## src/rtl/skew_fifo.sv

```systemverilog
// Per-side realignment FIFO for the lockstep checker. It never stalls the
// producer: a push into a full FIFO is dropped unless a pop frees a slot this cycle.
module skew_fifo #(
    parameter int WIDTH = 8,
    parameter int DEPTH = 4
) (
    input  logic                     clk,
    input  logic                     rst,
    input  logic                     push,
    input  logic [WIDTH-1:0]         din,
    input  logic                     pop,
    output logic [WIDTH-1:0]         dout,
    output logic [$clog2(DEPTH):0]   count,
    output logic                     full,
    output logic                     drop
);

    localparam int PTR_W = $clog2(DEPTH);
    localparam logic [PTR_W:0] FULL_CNT = (PTR_W + 1)'(DEPTH);

    logic [WIDTH-1:0] mem [DEPTH];
    logic [PTR_W-1:0] wr_ptr;
    logic [PTR_W-1:0] rd_ptr;
    logic             accept;

    assign full   = (count == FULL_CNT);
    assign accept = push && (!full || pop);
    assign drop   = push && !accept;
    assign dout   = mem[rd_ptr];

    // NOTE: storage has no reset; the count gates every read, so stale
    // contents are never compared and the array can map to plain RAM/flops.
    always_ff @(posedge clk) begin
        if (accept) begin
            mem[wr_ptr] <= din;
        end
    end

    // NOTE: all state updates use non-blocking assignments so every register
    // samples the pre-edge values regardless of statement order.
    always_ff @(posedge clk or posedge rst) begin
        if (rst) begin
            wr_ptr <= '0;
            rd_ptr <= '0;
            count  <= '0;
        end else begin
            if (accept) begin
                wr_ptr <= wr_ptr + PTR_W'(1);
            end
            if (pop) begin
                rd_ptr <= rd_ptr + PTR_W'(1);
            end
            case ({accept, pop})
                2'b10:   count <= count + (PTR_W + 1)'(1);
                2'b01:   count <= count - (PTR_W + 1)'(1);
                default: count <= count;
            endcase
        end
    end

endmodule

```

## config.mk

```make
export PLATFORM = sky130hd
export DESIGN_NAME = skew_fifo
export DESIGN_NICKNAME = d
export VERILOG_FILES = /design/src/rtl/skew_fifo.sv
export SDC_FILE = /design/constraint.sdc
export NUM_CORES = 1
export LEC_CHECK = 0
export CELL_PAD_IN_SITES_DETAIL_PLACEMENT = 2
export CELL_PAD_IN_SITES_GLOBAL_PLACEMENT = 2
export CORE_MARGIN = 2
export CORE_UTILIZATION = 39
export DETAILED_ROUTE_END_ITERATION = 8
export PLACE_DENSITY = 0.81
export SLEW_MARGIN = 5
export SYNTH_ARGS = -nofsm -noshare
export SYNTH_HDL_FRONTEND = slang
export SYNTH_SLANG_ARGS = --single-unit
```

## constraint.sdc

```tcl
create_clock -name clk -period 1.8 [get_ports clk]
set_input_delay 0.27 -clock clk [delete_from_list [all_inputs] [get_ports clk]]
set_output_delay 0.27 -clock clk [all_outputs]
set_load 0.01 [all_outputs]
```

==> results.py <==
metrics = {
    "status": {
        "status": "complete, but fails checks",
        "violations": "setup timing",
    },
    "floorplanning": {
        "dieWidth_um": 67.8,
        "die_y_um": 67.8,
        "dieArea_mm2": 0.00460,
        "start_util_pct": 40.0,
        "rows": 23,
        "core_area_mm2": 0.00397,
        "io_pins": 25,
    },
    "yosys": {
        "synth_top_area_share_pct": 60.5,
        "syn_nets": 99,
        "yosysWarnings": 0,
        "synth-seq-cells": 39,
        "syn_area_mm2": 0.00159,
        "syn_inst": 82,
        "ys_seq_area_share_pct": 71.5,
        "synth_ff_type": "edfxtp_1",
        "synthArstFlopShare_pct": 17.9,
        "postSynthAreaPerCell_um2": 19.4,
        "yosysTopAreaCell": "edfxtp_1",
        "synth_edf_count": 32,
        "ys_types": 22,
        "synthTopCellsByArea": "edfxtp_1 60%, mux4_2 11%, dfrtp_1 11%, ha_1 3.1%, and2_2 1.9%",
    },
    "worst_setup_path": {
        "critPathLaunchType": "flop",
        "worstPathMaxFanout": 5,
        "critPathRequiredTime_ps": 1530,
        "worstSetupPathType": "reg2out",
        "critPathCaptureType": "output pin",
        "worstPathArrival_ps": 1560,
    },
    "cts": {
        "cts-root-buf": "clkbuf_8",
        "cts_tree": "built",
        "numCtsBuffers": 5,
        "cts_hold_buf": 0,
        "clkSinkCount": 39,
        "clk_path_buf_depth": 2,
        "h-tree-depth": 2,
        "clk_pin_slew_ps": 70,
        "worstSkewPairLatency_ps": 290,
    },
    "global_route": {
        "grt-ovfl-total": 0,
        "grt_pass1_wl_um": 5540,
        "grt_max_degree": 13,
        "grt_pass1_vias": 980,
        "track_usage_pct": 18.0,
        "antenna_found_initial": 0,
    },
    "placement": {
        "dpl.hpwl_um": 2630,
        "pre_cts_ws_ps": -277,
        "placement.io_buffers": 24,
        "gp_congestion": 0.776,
    },
    "power": {
        "ir_drop_mv": 0.604,
        "power_density_mw_per_mm2": 1610,
        "clockPowerShare_pct": 19.2,
        "p_int_mw": 2.34,
        "p_total_mw": 3.37,
        "seqPwrFrac_pct": 40.6,
        "power.leakage_nw": 0.783,
        "p_comb_share_pct": 40.2,
        "p_sw_share_pct": 30.5,
        "power_switching_mw": 1.03,
    },
    "detailed_routing": {
        "wire_per_inst_um": 20.4,
        "first_iter_violations": 49,
        "viasPerCell": 4.87,
        "routed_wl_um": 3550,
        "drt-pass1-iter-count": 4,
        "postRouteAntennaNets": 0,
        "post-route-drc-count": 0,
        "num_vias": 847,
    },
    "hold_path": {
        "hp-class": "in2async",
    },
    "timing": {
        "fin_setup_tns_ps": -79.2,
        "relSlewSlack_pct": 73.5,
        "setup_slack_ps": -26.5,
        "rsz0062_at_grt": "true",
        "finalCriticalPeriod_ps": 1830,
        "skew_ps": 6.06,
        "post-route-period-util_pct": 101,
        "final_max_slew_viol_count": 0,
        "fmax_mhz": 547,
        "setup_viol": 4,
        "hold_violations": 0,
        "worstMarginPinSlew_ps": 394,
    },
    "finish": {
        "area_delta_synth_final_pct": 31.3,
        "layout_common_cells": "32 x edfxtp_1, 14 x clkdlybuf4s50_1, 11 x buf_6, 8 x mux4_2",
        "finalNetCount": 140,
        "fillers": 364,
        "diodes": 0,
        "drive_gt1_share_pct": 37.9,
        "mostFrequentLayoutCell": "edfxtp_1",
        "multi_input_area_um2": 423,
        "area.sequential_mm2": 0.00114,
    },
    "job": {
        "cap_violations": 0,
    },
}
## area by class of cell
cell class	instances	share of cell area [%]
Inverter	7	1.26
Clock inverter	1	0.360
Multi-Input combinational cell	34	20.3
Timing Repair Buffer	36	16.0
Sequential cell	39	54.5
Tap cell	50	3.00
Clock buffer	7	4.62
## power groups by stage
stage / sequential [mW] / combinational (mW) / clock (mW)
2_1_floorplan: 1.31 / 0.673 / 0
3_3_place_gp: 1.35 / 1.17 / 0
3_5_place_dp: 1.39 / 1.26 / 0
4_1_cts: 1.37 / 1.31 / 0.664
5_1_grt: 1.39 / 1.47 / 0.699
6_report: 1.37 / 1.35 / 0.648
## sequential cells by signal, summed over array words and instances, names as in the netlist
name    count
count       3
rd_ptr      2
wr_ptr      2
mem        32
## through the flow
stage	hold WS (ps)	area, um2	cells	utilization (%)
final	241	2090	174	52.6
after detailed placement	533	1940	161	48.7
after global placement	510	1940	161	48.7
after floorplan	73.4	1590	82	-
after CTS	239	2070	173	52.1
after global routing	251	2090	174	52.6
## worst paths after layout
path,start,to,slack [ps],depth (start not counted)
worst max register to register,count[0],mem[3][4],170,3
min in group clk,count[2],count[2],530,1
worst min-delay path,rst,wr_ptr[0],240,2
max in group asynchronous,rst,rd_ptr[1],1290,2
worst min register to register,count[2],count[2],530,1
worst max-delay path,rd_ptr[0],dout[0],-30,4
## worst max-delay path, stage by stage (launching register included)
cell	delay [ps]
dfrtp_1	390
buf_6	140
buf_6	90
mux4_2	500
buf_6	140
## logic make-up after synthesis
| kind of cell | after synthesis | share of synthesized area (%) |
|---|---|---|
| AND/OR/NAND/NOR | 10 | 4.17 |
| multiplexers | 9 | 12.3 |
| AO/OA/AOI/OAI | 6 | 3.23 |
| XOR/XNOR | 4 | 2.21 |
| adder cells (fa/ha/maj) | 5 | 4.41 |
| flip-flops | 39 | 71.5 |
| buffers and inverters | 9 | 2.20 |
## cells in the mapped netlist (2+ instances only)
master,number
ha_1,4
o21ai_0,2
mux4_2,8
inv_1,7
nand2b_1,2
xnor2_1,3
edfxtp_1,32
dfrtp_1,7
and2_2,4
## metal layers
layer	share of wire, %	track usage (%)	up-vias	routed length [um]
met2	54	30.6	15	1930
met5	0	0	-	0
met3	3.3	5.43	2	119
met4	0.11	5.25	0	4
li1	-	-	390	-
met1	42	22.3	440	1500
## what timing repair did
action                                 CTS  global route
gates cloned                             0             0
resized for setup                       43            10
setup endpoints to repair               11             8
endpoints found under the hold margin    0             0
setup buffers                            4             1
(Power assumes the default switching activity.)
==> variant 1, RTL diff (config.mk and constraints unchanged) <==
Register the output `count` once more; this adds one clock of latency there. The other outputs are not delayed to match.
--- a/src/rtl/skew_fifo.sv
+++ b/src/rtl/skew_fifo.sv
@@ -20,2 +20,4 @@
 
+    logic [$clog2(DEPTH):0] count_s0;
+
     logic [WIDTH-1:0] mem [DEPTH];
@@ -25,3 +27,3 @@
 
-    assign full   = (count == FULL_CNT);
+    assign full   = (count_s0 == FULL_CNT);
     assign accept = push && (!full || pop);
@@ -44,3 +46,3 @@
             rd_ptr <= '0;
-            count  <= '0;
+            count_s0 <= '0;
         end else begin
@@ -53,5 +55,5 @@
             case ({accept, pop})
-                2'b10:   count <= count + (PTR_W + 1)'(1);
-                2'b01:   count <= count - (PTR_W + 1)'(1);
-                default: count <= count;
+                2'b10:   count_s0 <= count_s0 + (PTR_W + 1)'(1);
+                2'b01:   count_s0 <= count_s0 - (PTR_W + 1)'(1);
+                default: count_s0 <= count_s0;
             endcase
@@ -60,2 +62,6 @@
 
+    always_ff @(posedge clk) begin
+        count <= count_s0;
+    end
+
 endmodule
Function: changed (a bounded check fails within 4 cycles, from zero or initial values and one cycle with rst high).
==> variant 1 against the unedited design <==
  * Wire length is 6.0% higher
  * Synthesized area is 3.8% higher
  * Worst setup slack better by 0.017 ns
  * Sequential cell count is 3 higher
  * Clock power is 17% higher
  * Critical endpoint unchanged
  * Synthesized cell count is 3.7% higher
  * Power is 2.3% higher
  * The run still ends with setup timing left
  * Cell area is 1.1% higher
  * Critical path type unchanged
==> variant 1: results (changes against the unedited design) <==
RUN_STATUS='finished with violations'
FINAL.FILL_COUNT=377  # +3.6%
FINCLKSKEW_NS=0.007273  # +0.001212 ns
POST_SYNTHESIS_XOR_XNOR_AREA_FRACTION_PCT=2.124  # -0.080 points
GRT_MAX_DEGREE=14  # +1
SETUP_VIOL_COUNT_FINAL=2  # -2
GRT_FIRST_PASS_WIRELENGTH_UM=5947  # +7.3%
YOSYSSEQAREASHARE_PCT=72.53  # +1.0 points
WL_MET2_UM=2025  # +4.9%
GLOBAL_ROUTE.USAGE.TOTAL_PCT=17.28  # -0.74 points
TIMING.CRITICAL_PATH.FANOUT_MAX=6  # +1
NETLIST-CELL-TYPE-COUNT=23  # +4.5%
DESIGN.FINAL.NETS=141  # +0.71%
CRIT_PATH_SETUP_SLACK_LAYOUT_NS=-0.009534  # +0.01695 ns
POWER.IR.VDD_WORST_uV=808.2  # +34%
MET1_LENGTH_UM=1561  # +4.1%
YS_ASYNC_SR_FRACTION_PCT=16.67  # -1.3 points
YOSYS-MUX-AREA-FRACTION_PCT=11.84  # -0.45 points
SYNTH_NET_COUNT=102  # +3.0%
GRT_USE_MET3_PCT=5.117  # -0.31 points
SLEW-LIMIT-HEADROOM_PCT=66.85  # -6.6 points
POST-DP-HPWL_UM=2689  # +2.4%
LEAKAGEPOWER_uW=0.0007960  # +1.7%
PLACEMENT.CELL_AREA_UM2=2003  # +3.5%
VIA_COUNT=879  # +3.8%
R2R_CELLS=5  # +2
GRT.MET2_USAGE_PCT=30.24  # -0.40 points
YOSYS.AREA_SHARE.ADDER_PCT=4.249  # -0.16 points
VIOLATIONS='setup timing'
DRT_ITER0_DRC=64  # +31%
-- variant 1: area by class of cell --
class / count / area [µm²] / area share (%)
sequential: 42 / 1196 / 56.67
multi-input combinational: 34 / 420.4 / 19.92
timing repair buffer: 34 / 289.0 / 13.69
clock buffer: 7 / 86.33 / 4.090
tap: 50 / 62.56 / 2.964
clock inverter: 1 / 30.03 / 1.423
inverter: 7 / 26.28 / 1.245
-- variant 1: path summary, 6_finish.rpt --
check                                 start           to  slack [ns]
min in group clk                count_s0[2]     count[2]        0.51
worst max-delay path              rd_ptr[0]      dout[0]       -0.01
worst max register to register  count_s0[0]  count_s0[2]        0.16
max in group asynchronous               rst  count_s0[1]        1.37
worst min register to register  count_s0[2]     count[2]        0.51
worst min-delay path                    rst    wr_ptr[0]        0.21
-- variant 1: timing repair --
action                                  in CTS  in global routing
endpoints found under the setup margin      10                 11
resized for setup                           13                 23
buffers inserted                             0                  2
endpoints found under the hold margin        0                  0
-- variant 1: stage by stage --
| stage | total power [µW] | cells | hold slack, ns |
|---|---|---|---|
| 3_5_place_dp | 2748 | 165 | 0.4043 |
| 3_3_place_gp | 2616 | 165 | 0.3744 |
| 6_report | 3446 | 175 | 0.2050 |
| 5_1_grt | 3654 | 175 | 0.2413 |
| 2_1_floorplan | 2091 | 85 | 0.07340 |
| 4_1_cts | 3430 | 173 | 0.2145 |
-- variant 1: cell families after synthesis --
group / Yosys count
muxes: 9
and+or+nand+nor: 10
adders and majority gates: 5
buffers and inverters: 9
AOI/OAI and AO/OA: 6
xor gates and xnor gates: 4
DFF: 42
-- variant 1: report_power, final --
| part | switching, µW | internal [µW] |
|---|---|---|
| registers | 158 | 1320 |
| clock network | 309 | 452 |
| logic | 572 | 637 |
==> variant 2, RTL diff (config.mk and constraints unchanged) <==
Without the edit above. Change the parameter `WIDTH` from 8 to 12.
--- a/src/rtl/skew_fifo.sv
+++ b/src/rtl/skew_fifo.sv
@@ -3,3 +3,3 @@
 module skew_fifo #(
-    parameter int WIDTH = 8,
+    parameter int WIDTH = 12,
     parameter int DEPTH = 4
Interface: changed (resized din and dout); port bits go from 25 to 33. No check against the original RTL was run, so the function may have changed too.
==> variant 2 against the unedited design <==
  * The flow still finishes with violations (setup timing)
  * First-iteration DRC count rose by 71%
  * Worst setup slack lost 0.044 ns
  * Non-clock buffer count increased by 19
  * Cell area grew 39%
  * Synthesized cell count rose by 26%
  * Largest power group unchanged
  * Wire length is 30% higher
  * Power is 35% higher
  * Combinational power rose by 39%
  * Sequential share of layout area grew 1.3 points
  * Sequential cell count up 16
  * Core utilization increased by 0.73 points
  * Synthesized area increased by 36%
==> variant 2: results (changes against the unedited design) <==
DOMINANTREGCELLSYNTH='edfxtp_1'
GRT_MAX_DEGREE=17  # +4
GRT_FIRST_PASS_WIRELENGTH_UM=7189  # +30%
VIA_COUNT=1143  # +35%
SETUP_VIOL_COUNT_FINAL=9  # +5
LARGEST_REGISTERS='mem: 48 flops, count: 3 flops'
NETLIST-CELL-TYPE-COUNT=22  # unchanged
SYNTH-EDFF-COUNT=48  # +50%
N_ANTENNA_CELL=0  # unchanged
HTREE_NUM_LEVELS=2  # unchanged
CLOCK_TREE.ROOT_CELL='clkbuf_8'
PORT_BUFFERS=32  # +33%
CLOCK_PATH_BUFFERS=2  # unchanged
FINCLKSKEW_NS=0.005520  # -0.0005409 ns
DESIGN.FINAL.NETS=183  # +31%
CTS.CLK_SLEW.WORST_PATHS_NS=0.09  # +0.02 ns
VIAS_IN_THE_FIRST_GLOBAL_ROUTE=1319  # +35%
RRSETUPSLACK_NS=0.11  # -0.06 ns
MOST_INSTANTIATED_CELLS_AFTER_SYNTHESIS='48 x edfxtp_1, 12 x mux4_2, 7 x dfrtp_1, 7 x inv_1'
POWER.IR.VDD_WORST_uV=685.0  # +13%
YS_WARN_COUNT=0  # unchanged
WORST-ENDPOINT-ARRIVAL_NS=1.60  # +0.04 ns
DRT_ITER0_DRC=84  # +71%
WORST_SKEW_PAIR.LATE_LATENCY_NS=0.30
LEADING_CELL_TYPES_BY_TOTAL_AREA_AFTER_SYNTHESIS='edfxtp_1 66%, mux4_2 12%, dfrtp_1 8.1%'
MAX_FREQ_MHz=534.5  # -2.4%
LEAKAGEPOWER_uW=0.001073  # +37%
GLOBALPLACE.CONGESTION=0.6896  # -11%
GLOBAL_ROUTE.USAGE.TOTAL_PCT=16.18  # -1.8 points
GRT_ANTENNA_BEFORE_REPAIR=0  # unchanged
YOSYSSEQAREASHARE_PCT=74.55  # +3.1 points
POST-DP-HPWL_UM=3365  # +28%
WORST_HOLD_PATH_TYPE='in2async'
WORST_PIN_SLEW_NS=0.3439  # -0.05007 ns
CELLINTERNALPOWER_uW=3228  # +38%
CRIT_PATH_SETUP_SLACK_LAYOUT_NS=-0.07090  # -0.04441 ns
POST_ROUTE_CELLS_DRIVE_ABOVE_1_SHARE_PCT=39.88  # +2.0 points
DRT_PASS1_ITERATIONS=2  # -2
TIMING.CRITICAL_PATH.FANOUT_MAX=8  # +3
VIOLATIONS='setup timing'
SYNTH_NET_COUNT=124  # +25%
YS_ASYNC_SR_FRACTION_PCT=12.73  # -5.2 points
R2R_CELLS=4  # +1
CTS_BUFFERS=5  # unchanged
ROUTEDWLPERCELL_UM=19.66  # -3.8%
PLACE_WORST_SETUP_SLACK_NS=-0.2807  # -0.003739 ns
RUN_STATUS='finished with violations'
[variant 2: changes by cell type after synthesis]
cell	before	now
mux4_2	8	12
buf_2	1	2
buf_4	0	1
clkbuf_1	1	0
edfxtp_1	32	48
[variant 2: cell families (layout without fill, tap and decap cells)]
kind of cell | after synthesis | after routing | synth area share [%]
AO/OA/AOI/OAI | 6 | 6 | 2.366
XOR/XNOR | 4 | 4 | 1.616
adder cells (fa/ha/maj) | 5 | 5 | 3.232
buffers and inverters | 10 | 70 | 2.020
flip-flops | 55 | 55 | 74.55
multiplexers | 13 | 13 | 13.16
AND/OR/NAND/NOR | 10 | 10 | 3.058
[variant 2: power groups by stage]
stage	registers (µW)	clock network [µW]	logic, µW
final	1890	774	1870
after global routing	1920	855	2020
after CTS	1890	803	1800
after detailed placement	1920	0	1770
after global placement	1880	0	1680
after floorplan	1820	0	884
[variant 2: final timing paths]
| path | start | endpoint |
|---|---|---|
| worst max-delay path | rd_ptr[0] | dout[11] |
| worst min-delay path | rst | count[2] |
| worst max register to register | count[0] | mem[0][10] |
| worst min register to register | count[2] | count[2] |
| max in group asynchronous | rst | rd_ptr[1] |
| min in group clk | count[2] | count[2] |
[variant 2: critical path: stages (launching register included)]
cell and delay [ns]:
dfrtp_1 0.41, buf_12 0.14, buf_8 0.11, mux4_2 0.50, buf_6 0.14
[variant 2: per-layer routing]
metal | wire (µm) | track usage, % | up-vias | share of wire, %
met3 | 181 | 4.368 | 4 | 3.9
li1 | - | - | 515 | -
met2 | 2531 | 29.91 | 34 | 55
met4 | 50 | 3.158 | 0 | 1.1
met1 | 1856 | 18.86 | 590 | 40
met5 | 0 | 0 | - | 0
[variant 2: cell type report]
class	count	area (µm²)
timing repair buffer	55	538.0
clock inverter	3	38.79
clock buffer	5	68.82
sequential	55	1618
inverter	7	26.28
multi-input combinational	38	518.0
fill	476	2541
tap	72	90.09
[variant 2: metrics by stage]
step | hold WS [ns] | cell area, µm² | instances | total power, µW | TNS [ns]
final | 0.2158 | 2898 | 235 | 4533 | -0.5217
after global routing | 0.2203 | 2898 | 235 | 4788 | -1.165
after CTS | 0.2141 | 2860 | 233 | 4494 | -0.5969
after detailed placement | 0.5186 | 2739 | 221 | 3681 | -1.742
after global placement | 0.4982 | 2739 | 221 | 3559 | -0.8866
after floorplan | 0.07340 | 2168 | 103 | 2706 | 0
[variant 2: what timing repair did]
item,in CTS,in global routing
setup buffers,5,3
endpoints found under the setup margin,14,15
resized for setup,60,10
